[src/rtl/store_buffer.sv]
// Word-wide store buffer between the MEM stage and a single-port data memory.
// Loads own the memory port and forward from the youngest buffered store; stores drain when the port is free.
module store_buffer #(
  parameter int unsigned DEPTH = 4
) (
  input  logic        clk_i,
  input  logic        rst_i,
  input  logic        memread_i,
  input  logic        memwrite_i,
  input  logic [31:0] memaddr_i,
  input  logic [31:0] writedata_i,
  output logic [31:0] memdata_o,
  output logic        stall_o,
  output logic        empty_o,
  output logic        dm_memread_o,
  output logic        dm_memwrite_o,
  output logic [31:0] dm_addr_o,
  output logic [31:0] dm_writedata_o,
  input  logic [31:0] dm_rdata_i
);

  localparam int unsigned AW = $clog2(DEPTH);
  localparam int unsigned CW = AW + 1;

  logic [31:0]   addr_q [DEPTH];
  logic [31:0]   data_q [DEPTH];
  logic [AW-1:0] wr_ptr;
  logic [AW-1:0] rd_ptr;
  logic [CW-1:0] count;

  logic          empty;
  logic          full;
  logic          drain;
  logic          push;
  logic          fwd_hit;
  logic [31:0]   fwd_data;
  logic [AW-1:0] idx;

  always_comb begin
    empty          = (count == '0);
    full           = (count == CW'(DEPTH));
    drain          = !rst_i && !memread_i && !empty;
    stall_o        = !rst_i && memwrite_i && full && !drain;
    push           = !rst_i && memwrite_i && !stall_o;
    dm_memread_o   = !rst_i && memread_i;
    dm_memwrite_o  = drain;
    dm_addr_o      = '0;
    dm_writedata_o = '0;
    if (dm_memread_o) begin
      dm_addr_o = memaddr_i;
    end else if (drain) begin
      dm_addr_o      = addr_q[rd_ptr];
      dm_writedata_o = data_q[rd_ptr];
    end
    empty_o = empty;
  end

  // Walk oldest to youngest so the last match left standing is the youngest store.
  always_comb begin
    fwd_hit  = 1'b0;
    fwd_data = '0;
    idx      = '0;
    for (int unsigned i = 0; i < DEPTH; i++) begin
      idx = rd_ptr + AW'(i);
      if ((CW'(i) < count) && (addr_q[idx] == memaddr_i)) begin
        fwd_hit  = 1'b1;
        fwd_data = data_q[idx];
      end
    end
    if (!memread_i)   memdata_o = '0;
    else if (fwd_hit) memdata_o = fwd_data;
    else              memdata_o = dm_rdata_i;
  end

  always_ff @(posedge clk_i) begin
    if (rst_i) begin
      wr_ptr <= '0;
      rd_ptr <= '0;
      count  <= '0;
    end else begin
      if (push)  wr_ptr <= wr_ptr + AW'(1);
      if (drain) rd_ptr <= rd_ptr + AW'(1);
      count <= count + CW'(push) - CW'(drain);
    end
  end

  always_ff @(posedge clk_i) begin
    if (push) begin
      addr_q[wr_ptr] <= memaddr_i;
      data_q[wr_ptr] <= writedata_i;
    end
  end

endmodule

[config.mk]
export PLATFORM = sky130hd
export DESIGN_NAME = store_buffer
export DESIGN_NICKNAME = d
export VERILOG_FILES = /design/src/rtl/store_buffer.sv
export SDC_FILE = /design/constraint.sdc
export NUM_CORES = 1
export LEC_CHECK = 0
export CELL_PAD_IN_SITES_DETAIL_PLACEMENT = 2
export CELL_PAD_IN_SITES_GLOBAL_PLACEMENT = 2
export CORE_AREA = 5 5 165 326
export CTS_CLUSTER_DIAMETER = 30
export DETAILED_ROUTE_END_ITERATION = 16
export DIE_AREA = 0 0 170 331
export PLACE_DENSITY_LB_ADDON = 0.1
export SYNTH_ARGS = -nofsm -noshare
export SYNTH_HDL_FRONTEND = slang
export SYNTH_SLANG_ARGS = --single-unit
[constraint.sdc]
create_clock -name clk_i -period 4.3 [get_ports clk_i]
set_clock_uncertainty 0.1 [all_clocks]
set_input_delay 0.86 -clock clk_i [delete_from_list [all_inputs] [get_ports clk_i]]
set_output_delay 0.86 -clock clk_i [all_outputs]
set_load 0.01 [all_outputs]
==> impl_metrics.json <==
{
  "grt_antenna_before_repair": 2,
  "status": "finished with violations",
  "grt_first_pass_wirelength_um": 118000,
  "grt_pass1_vias": 17900,
  "synth_nets": 1590,
  "seq_area_frac_synth_pct": 43.4,
  "worst_slack_ps": -881,
  "stdcell_count": 2715,
  "dieWidth_um": 170,
  "worst_setup_path_end_kind": "primary output",
  "fin_crit_ps": 5180,
  "worstSetupStartpoint": "rd_ptr[0]$_SDFFE_PP0P_",
  "core_area_um2": 50800,
  "gr-total-overflow": 0,
  "synth_area_leader_cell": "edfxtp_1",
  "busiest_layer": "met2",
  "synthSimpleGateAreaFrac_pct": 8.86,
  "synthArstFlopShare_pct": 0,
  "use_met3_pct": 3.39,
  "via_per_inst": 5.86,
  "ir_worst_vdd_mv": 0.327,
  "dp_hpwl_um": 58800,
  "clock-sinks": 265,
  "yosysWarnings": 0,
  "r2r-start": "count[1]$_SDFF_PP0_",
  "io_buffers": 199,
  "maxCapViolations": 0,
  "drv_slew": 0,
  "cp.arrival_ps": 4220,
  "placedCellCount": 2579,
  "syn_area_um2": 18100,
  "start_util_pct": 35.6,
  "htree_num_levels": 2,
  "min-delay-start": "wr_ptr[1]$_SDFFE_PP0P_",
  "clk_latency_ps": 550,
  "synth_xor_xnor_area_share_pct": 4.88,
  "synth.distinct_cells": 62,
  "antenna_left": 0,
  "cellPowerDensity_nw_per_um2": 422,
  "grt_max_degree": 77,
  "synth.area.mux_share_pct": 26.0,
  "syn_inst": 1482,
  "crit_type": "reg2out",
  "drt_iter0_drc": 892,
  "num_rows": 117,
  "start_kind": "flop",
  "met1_usage_pct": 28.2,
  "cellLeakagePower_nw": 9.37,
  "min_period_over_period_pct": 120,
  "synth_area_leaders": "edfxtp_1 (42%), mux4_2 (14%), mux2i_1 (9.3%)",
  "finalWeightedCongestion": 0.928,
  "timing.fmax_ghz": 0.193,
  "synth_top_family_by_area": "multiplexers",
  "finalNetCount": 2136,
  "wl_per_cell_um": 31.2,
  "final_cell_mix": "buf_4 (356), edfxtp_1 (256), clkdlybuf4s50_1 (167), mux2i_1 (150), mux4_2 (110)",
  "dieArea_um2": 56300,
  "ios": 200,
  "crit_fanout": 8,
  "cts_buffers": 41,
  "clock-root-buffer": "clkbuf_16",
  "die_y_um": 331,
  "syn_area_per_cell_um2": 12.2,
  "vias": 15900,
  "firstDrtPassIters": 5,
  "use_met2_pct": 53.3,
  "synth_compound_area_share_pct": 11.1,
  "synth_top_area_share_pct": 42.5,
  "slew_headroom_pct": 45.1,
  "ys_ff_latch": 265,
  "cts_tree": "done",
  "finalHoldViolCount": 0,
  "synthFlopType": "edfxtp_1",
  "area_growth_syn_to_layout_pct": 46.4,
  "synthAdderAreaFrac_pct": 0.594,
  "worstMarginPinSlew_ps": 824,
  "violations": "setup timing",
  "p_total_mw": 11.2,
  "clk_pin_slew_ps": 60,
  "grt_use_total_pct": 28.3,
  "drcViolationCount": 0,
  "drive_gt1_share_pct": 39.5,
  "rsz0062_at_grt": "true",
  "cp.required_ps": 3340,
  "final_common_cell": "buf_4",
  "setup_viol": 32,
  "clockBufferDepth": 3,
  "synth-edff-count": 256,
  "routed_wl_um": 84700,
  "hold_class": "reg2reg"
}
synthesized netlist by cell type (39+ instances only):
| cell | count |
|---|---|
| xnor2_1 | 62 |
| xor2_1 | 39 |
| mux2_2 | 49 |
| edfxtp_1 | 256 |
| a21oi_1 | 51 |
| nand2_1 | 83 |
| mux4_2 | 110 |
| clkbuf_1 | 63 |
| and2_1 | 39 |
| nor2_1 | 101 |
| inv_1 | 42 |
| mux2i_1 | 168 |
cell families after synthesis:
family / count (synthesis)
muxes: 327
and+or+nand+nor: 324
adders and majority gates: 8
DFF: 265
buffers and inverters: 187
xor gates and xnor gates: 101
AOI/OAI and AO/OA: 270
worst paths after layout:
kind	to	slack, ps	depth (start not counted)
max	memdata_o[28]	-880	14
max reg2reg	count[2]$_SDFF_PP0_	1630	12
min	wr_ptr[1]$_SDFFE_PP0P_	500	2
min reg2reg	wr_ptr[1]$_SDFFE_PP0P_	500	2
power by group:
part | internal [mW] | switching, mW | leakage [nW]
combinational | 2.31 | 2.43 | 6.28
clock | 2.06 | 1.38 | 0.683
sequential | 2.92 | 0.0807 | 2.40
total | 7.30 | 3.89 | 9.37
critical path, stage by stage (launching register included):
cell      delay [ps]
dfxtp_4          420
buf_12           160
buf_8            120
mux4_2           550
xnor2_2          270
buf_4            160
nand4_1           80
or4_1            410
or4_4            440
buf_12           180
buf_6            120
buf_12           130
a311o_1          370
o221ai_2          80
buf_2            170
repair_timing:
item | in CTS | in global routing
pin swaps | 10 | 24
hold endpoints to repair | 0 | 0
buffers inserted | 23 | 22
cloned | 9 | 8
resized for setup | 220 | 81
hold buffers | 0 | 0
setup endpoints to repair | 32 | 32
area by class of cell:
| type | count | area [µm²] |
|---|---|---|
| Antenna cell | 2 | 5.00 |
| Clock buffer | 46 | 1090 |
| Clock inverter | 28 | 318 |
| Fill cell | 4844 | 24300 |
| Inverter | 44 | 173 |
| Multi-Input combinational cell | 1030 | 9910 |
| Sequential cell | 265 | 7880 |
| Tap cell | 654 | 818 |
| Timing Repair Buffer | 646 | 6310 |
layer usage:
| metal | vias to the layer above | routed length, µm |
|---|---|---|
| met4 | 2 | 7560 |
| li1 | 6922 | - |
| met1 | 8214 | 27700 |
| met3 | 239 | 3280 |
| met2 | 528 | 46100 |
| met5 | - | 12 |
metrics by stage:
step / utilization, % / area (µm²) / hold WS, ps / TNS, ps / setup WS, ps
floorplan: - / 18100 / 414 / 0 / 121
detailed placement: 46.6 / 23700 / 475 / -35850 / -1180
global placement: 46.6 / 23700 / 446 / -32780 / -1100
finish: 52.2 / 26500 / 503 / -24520 / -881
global route: 52.2 / 26500 / 545 / -27660 / -970
CTS: 50.8 / 25800 / 507 / -23220 / -856
state kept, by name, summed over array words and instances (netlist names), named ones only:
register  count
addr_q      128
count         3
data_q      128
rd_ptr        2
wr_ptr        2
Power figures use the tool's default switching activity.
